==> config.mk <==
export PLATFORM = sky130hd
export DESIGN_NAME = rr_onehot_requester
export DESIGN_NICKNAME = d
export VERILOG_FILES = /design/src/rtl/rr_req_pkg.sv /design/src/rtl/req_sync_edge.sv /design/src/rtl/rr_onehot_requester.sv
export SDC_FILE = /design/constraint.sdc
export NUM_CORES = 1
export LEC_CHECK = 0
export BUFFER_PORTS_ARGS = -buffer_cell sky130_fd_sc_hd__buf_2
export CAP_MARGIN = 20
export CORE_MARGIN = 2
export CORE_UTILIZATION = 45
export CTS_CLUSTER_SIZE = 10
export DETAILED_ROUTE_END_ITERATION = 16
export HOLD_SLACK_MARGIN = 0.15
export REMOVE_ABC_BUFFERS = 1
export SYNTH_ARGS = -nofsm -noshare
export SYNTH_HDL_FRONTEND = slang
export SYNTH_SLANG_ARGS = --single-unit
==> constraint.sdc <==
create_clock -name clk -period 4.15 [get_ports clk]
set_input_delay 0.415 -clock clk [delete_from_list [all_inputs] [get_ports clk]]
set_output_delay 0.415 -clock clk [all_outputs]
set_load 0.05 [all_outputs]
==> src/rtl/rr_req_pkg.sv <==
// Shared definitions for the round-robin request feeder: sizes, FSM states
// and the combinational round-robin pick used by the arbiter.
package rr_req_pkg;

  localparam int N_REQ = 8;
  localparam int IDX_W = $clog2(N_REQ);

  typedef enum logic {
    IDLE  = 1'b0,
    GRANT = 1'b1
  } rr_state_e;

  // First set bit scanning upward from ptr with wrap; zero when nothing is pending.
  function automatic logic [N_REQ-1:0] rr_pick(input logic [N_REQ-1:0] pending,
                                               input logic [IDX_W-1:0] ptr);
    logic [N_REQ-1:0] sel;
    logic             found;
    logic [IDX_W-1:0] idx;
    sel   = '0;
    found = 1'b0;
    for (int off = 0; off < N_REQ; off++) begin
      idx = IDX_W'((int'(ptr) + off) % N_REQ);
      if (!found && pending[idx]) begin
        sel[idx] = 1'b1;
        found    = 1'b1;
      end
    end
    return sel;
  endfunction

  function automatic logic [IDX_W-1:0] rr_index(input logic [N_REQ-1:0] onehot);
    logic [IDX_W-1:0] idx;
    idx = '0;
    for (int i = 0; i < N_REQ; i++) begin
      if (onehot[i]) idx = idx | IDX_W'(i);
    end
    return idx;
  endfunction

endpackage

==> src/rtl/req_sync_edge.sv <==
// Multi-flop synchroniser for asynchronous request lines plus a rising-edge
// detector on the synchronised value.
module req_sync_edge #(
  parameter int N           = 8,
  parameter int SYNC_STAGES = 2
) (
  input  logic         clk,
  input  logic         rst_n,
  input  logic [N-1:0] async_i,
  output logic [N-1:0] rise_o
);

  logic [N-1:0] stage_q [SYNC_STAGES];
  logic [N-1:0] syncDly_q;

  always_ff @(posedge clk or negedge rst_n) begin
    if (!rst_n) begin
      for (int s = 0; s < SYNC_STAGES; s++) stage_q[s] <= '0;
      syncDly_q <= '0;
    end else begin
      stage_q[0] <= async_i;
      for (int s = 1; s < SYNC_STAGES; s++) stage_q[s] <= stage_q[s-1];
      syncDly_q <= stage_q[SYNC_STAGES-1];
    end
  end

  assign rise_o = stage_q[SYNC_STAGES-1] & ~syncDly_q;

endmodule

==> src/rtl/rr_onehot_requester.sv <==
// Round-robin feeder for the 8-to-3 one-hot encoder: latches request edges as
// sticky pending bits and offers one registered one-hot grant at a time.
module rr_onehot_requester import rr_req_pkg::*; #(
  parameter int N           = N_REQ,
  parameter int SYNC_STAGES = 2
) (
  input  logic         clk,
  input  logic         rst_n,
  input  logic [N-1:0] req_in,
  output logic [N-1:0] grant_onehot,
  output logic         grant_valid,
  input  logic         grant_ready,
  output logic [N-1:0] pending,
  output logic         drop_pulse
);

  logic [N-1:0]     reqRise;
  logic [N-1:0]     pending_q, pending_d;
  logic [N-1:0]     grant_q, grant_d;
  logic             valid_q, valid_d;
  logic             drop_q, drop_d;
  logic [IDX_W-1:0] ptr_q, ptr_d;
  logic [IDX_W-1:0] grantIdx;
  logic [N-1:0]     clearMask;
  rr_state_e        state_q, state_d;

  req_sync_edge #(
    .N           (N),
    .SYNC_STAGES (SYNC_STAGES)
  ) u_sync (
    .clk     (clk),
    .rst_n   (rst_n),
    .async_i (req_in),
    .rise_o  (reqRise)
  );

  assign grantIdx = rr_index(grant_q);

  // A fresh edge re-arms a bit even as its grant retires, so no request is lost.
  always_comb begin
    clearMask = '0;
    if (valid_q && grant_ready) clearMask = grant_q;
    pending_d = (pending_q & ~clearMask) | reqRise;
    drop_d    = |(reqRise & pending_q & ~clearMask);
  end

  always_comb begin
    state_d = state_q;
    grant_d = grant_q;
    valid_d = valid_q;
    ptr_d   = ptr_q;
    case (state_q)
      IDLE: begin
        grant_d = '0;
        valid_d = 1'b0;
        if (|pending_q) begin
          grant_d = rr_pick(pending_q, ptr_q);
          valid_d = 1'b1;
          state_d = GRANT;
        end
      end
      GRANT: begin
        if (grant_ready) begin
          ptr_d   = (grantIdx == IDX_W'(N-1)) ? '0 : grantIdx + 1'b1;
          grant_d = '0;
          valid_d = 1'b0;
          state_d = IDLE;
        end
      end
      default: begin
        grant_d = '0;
        valid_d = 1'b0;
        state_d = IDLE;
      end
    endcase
  end

  always_ff @(posedge clk or negedge rst_n) begin
    if (!rst_n) begin
      state_q   <= IDLE;
      grant_q   <= '0;
      valid_q   <= 1'b0;
      pending_q <= '0;
      ptr_q     <= '0;
      drop_q    <= 1'b0;
    end else begin
      state_q   <= state_d;
      grant_q   <= grant_d;
      valid_q   <= valid_d;
      pending_q <= pending_d;
      ptr_q     <= ptr_d;
      drop_q    <= drop_d;
    end
  end

  assign grant_onehot = grant_q;
  assign grant_valid  = valid_q;
  assign pending      = pending_q;
  assign drop_pulse   = drop_q;

endmodule

==> results.md <==
Outcome:
- The run finished with clean final reports.

Logic synthesis:
- The portion of synthesized area spent on multiplexers is 0.1049.
- The share of synthesized area in the top cell type comes to 0.4232.
- The compound-cell area share of the yosys netlist was 0.1684.
- The number of synthesized flops with an enable pin is 0.
- In the synthesized netlist, the cells that appear most often are 46 x dfrtp_1, 35 x nand2_1, 14 x inv_1, 10 x nand3_1.
- Yosys attributes the largest share of cell area to dfrtp_1 42%, mux4_2 5.0%, nand2_1 4.8%.
- Of the total synthesized cell area, the portion taken by AND, OR, NAND and NOR gates is 0.2033.
- The most used flip-flop cell after synthesis is dfrtp_1.
- The largest total area in the synthesized netlist belongs to dfrtp_1.
- By area, the combinational part of the netlist is dominated by simple AND/OR/NAND/NOR gates.
- Yosys mapped the design onto 55 distinct sky130hd cell types.
- For this run, the register share of the synthesized area comes to 0.4232.
- The post-synthesis instance area is 2720 um^2.
- By instance count, the leading cell after synthesis is dfrtp_1.
- The number of synthesized register bits is 46.
- The mean area per synthesized cell is 10.19 um^2.
- Of the total synthesized cell area, the portion taken by full adders, half adders and majority gates is 0.03680.
- The number of warning messages in the yosys log is 0.
- The area share of xor/xnor cells in the synthesized design is 0.01288.
- The cell count after synthesis is about 270.
- The share of flip-flops with an asynchronous set or reset is 1.000.

Setup path:
- Along the worst path, the maximum fanout reaches 14.
- Following the worst setup path forward leads to its endpoint at grant_onehot[6].
- The critical path start-end classification is flop to flop.
- For the worst flop-to-flop path, the logic depth is 9.
- The launch instance of the worst register-to-register path is ptr_q[1].
- The critical register-to-register path endpoint is grant_onehot[6].
- The launching element type of the critical path is a flop.
- The arrival time of data at the critical path endpoint is 3.50 ns.
- The source of the critical timing path is ptr_q[1].
- Data on the critical path is required at its endpoint by 4.39 ns.
- The type of element capturing the critical path is a flop.
- The register-to-register path setup slack is slightly below 0.9 ns.

Place:
- In this run the tool buffered the top-level ports with 28 buffer cells.
- The final weighted congestion in routability-driven placement is between 0.9 and 1.
- Summed over all nets, the half-perimeter wirelength after detailed placement is 4773 um.

Drt:
- The detailed-route DRC error count is 0.
- The ratio of routed vias to standard cells is 6.063.
- For this block, the initial DRC count from the detailed router was 153.
- The average routed wire per standard cell is 17.77 um.
- After detailed routing, the total wire length is between 6000 and 7000 um.
- The total via count in the routed design is 2219.
- The pre-antenna-repair detailed-routing pass consisted of 5 iterations.
- In this run the remaining antenna-violating nets after routing total 0.

Timing:
- The maximum clock frequency is 306.4 MHz.
- The number of max-slew violations in the final report is 0.
- The final period utilization is 0.7865.
- The setup skew after layout is roughly 0.0039 ns.
- Setup repair after global routing left no endpoint under its margin.
- Measured against its own limit, the worst slew margin works out to 0.3497.
- The total negative slack for setup checks is 0 ns.
- The final critical delay including setup and external delays is about 3.3 ns.
- The count of endpoints failing hold in the final timing report is 0.
- For the pin with the worst max-slew slack, the measured transition is 0.9755 ns.
- Setup violations remaining at the end of the flow were counted as 0.

Clock tree:
- Clock-pin slew was measured on the worst setup and hold paths at 0.09 ns.
- The number of gates resized after CTS was 0.
- The clock tree root buffer cell is clkbuf_8.
- The cts-stage hold buffer count is 0.
- Counting along the longest clock path gives a buffer depth of 2.
- The clock net in this run drives a total of 46 sinks.
- Post-CTS timing repair inserted 0 buffers for setup.
- The clock tree from TritonCTS is yes.
- The number of H-tree levels is 2.
- The clock reaches the later pin of the worst-skew pair after 0.30 ns.
- TritonCTS created 5 clock buffers.

Finish:
- The area used by sequential logic in the layout is 1151 um^2.
- The final core area utilization is 0.5132.
- The net total in the final layout is slightly above 300.
- The multi-input combinational cells in the finished layout cover a total of about 1400 um^2.
- Fill cells in the final layout number 548.
- The area growth from synthesis to layout is 11.04%.
- The number of inserted diodes is 0.
- The layout cell share with drive strength beyond 1 is 0.2131.

Min path:
- The path class of the tightest hold or removal check is input pin to flop.

Power and ir drop:
- VDD sags by at most ~260 uV.
- The leakage dissipation is 1.303 nW.
- In this run the power density over the cells is roughly 660 nW/um^2.

Global route:
- The total congestion overflow is 0.
- The total track usage is 0.2114.
- The number of antenna violations at the first check in global routing is 0.
- The number of global-route vias before repair is 2079.
- The pin count of the biggest net entering global routing is 47.
- The global-route wire length before repair is 10490 um.

Floorplan:
- The region available for standard cell placement spans ~6000 um^2.
- The die area is 6682 um^2.
- The horizontal die dimension is 81.75 um.
- In this run the vertical extent of the chip is 81.75 um.
- Row generation in the floorplan step produced 28 rows.
- For this design the top-level I/O count stands at 29.
- The initial core utilization is 0.4622.

Flow run:
- The number of maximum-capacitance violations is 0.
worst min path at each step:
| stage | depth (start not counted) | endpoint | slack [ns] | start |
|---|---|---|---|---|
| 2_1_floorplan | 0 | drop_pulse | 0.12 | rst_n |
| 3_3_place_gp | 0 | u_sync.stage_q[4] | 0.33 | u_sync.stage_q[12] |
| 3_5_place_dp | 0 | u_sync.stage_q[0] | 0.34 | u_sync.stage_q[8] |
| 4_1_cts | 1 | u_sync.stage_q[14] | 0.21 | req_in[6] |
| 5_1_grt | 1 | u_sync.stage_q[13] | 0.19 | req_in[5] |
| 6_report | 1 | u_sync.stage_q[15] | 0.22 | req_in[7] |
per-layer routing:
layer	wire, um	GRT usage
met5	0	0
met4	140	0.09167
met3	383	0.03407
met2	3148	0.3407
met1	2829	0.2825
cell families (layout without fill, tap and decap cells):
group | count (synthesis) | after routing
and+or+nand+nor | 105 | 105
AOI/OAI and AO/OA | 58 | 58
DFF | 46 | 46
buffers and inverters | 30 | 54
muxes | 16 | 16
adders and majority gates | 8 | 8
xor gates and xnor gates | 4 | 4
through the flow:
| stage | cell area, um^2 | hold slack [ns] | setup WS (ns) | power [W] | cells |
|---|---|---|---|---|---|
| 3_3_place_gp | 2880 | 0.3328 | 1.034 | 0.001635 | 356 |
| 6_report | 3020 | 0.2159 | 0.8859 | 0.001981 | 366 |
| 4_1_cts | 2990 | 0.2050 | 0.9007 | 0.001979 | 364 |
| 2_1_floorplan | 2639 | 0.1194 | 0.7686 | 0.001379 | 252 |
| 5_1_grt | 3020 | 0.1906 | 0.5992 | 0.002114 | 366 |
| 3_5_place_dp | 2880 | 0.3356 | 0.9235 | 0.001639 | 356 |
critical path: stages (launching register included):
cell       delay [ns]
dfrtp_1          0.56
inv_1            0.15
ha_1             0.56
inv_1            0.23
or3_1            0.46
a31oi_4          0.19
o21ai_2          0.20
a2111oi_1        0.51
o2111ai_1        0.19
nand3_1          0.15
placed cells by master, fill, tap and decap left out, types with 5 or more instances in the layout:
master    netlist  routed
a21oi_1         8       8
buf_2           5      28
clkbuf_8        0       5
dfrtp_1        46      46
ha_1            8       8
inv_1          14      14
mux2_4          6       6
mux4_2          6       6
nand2_1        35      35
nand2b_1        5       5
nand3_1        10      10
nor2_1          7       7
nor3_1          9       9
nor4_1          5       5
o21ai_0         9       9
o31ai_1         7       7
or3_1           7       7
or4_1           6       6
cell type report:
type,instances,share of cell area
clock buffer,6,0.02403
clock inverter,2,0.01243
inverter,15,0.01864
multi-input combinational,191,0.4739
sequential,46,0.3811
tap,75,0.03107
timing repair buffer,31,0.05882
state kept, by name (all words and copies together), names as in the netlist:
name / count
ptr_q: 3
drop_pulse: 1
u_sync.stage_q: 16
grant_onehot: 8
state_q: 1
pending: 8
grant_valid: 1
u_sync.syncDly_q: 8
report_power, final:
part | total [W] | internal (W) | switching (W)
combinational | 0.00103 | 0.000345 | 0.000682
clock | 0.000333 | 0.000180 | 0.000153
sequential | 0.000621 | 0.000516 | 0.000105
total | 0.00198 | 0.00104 | 0.000941
Power figures use the tool's default switching activity.
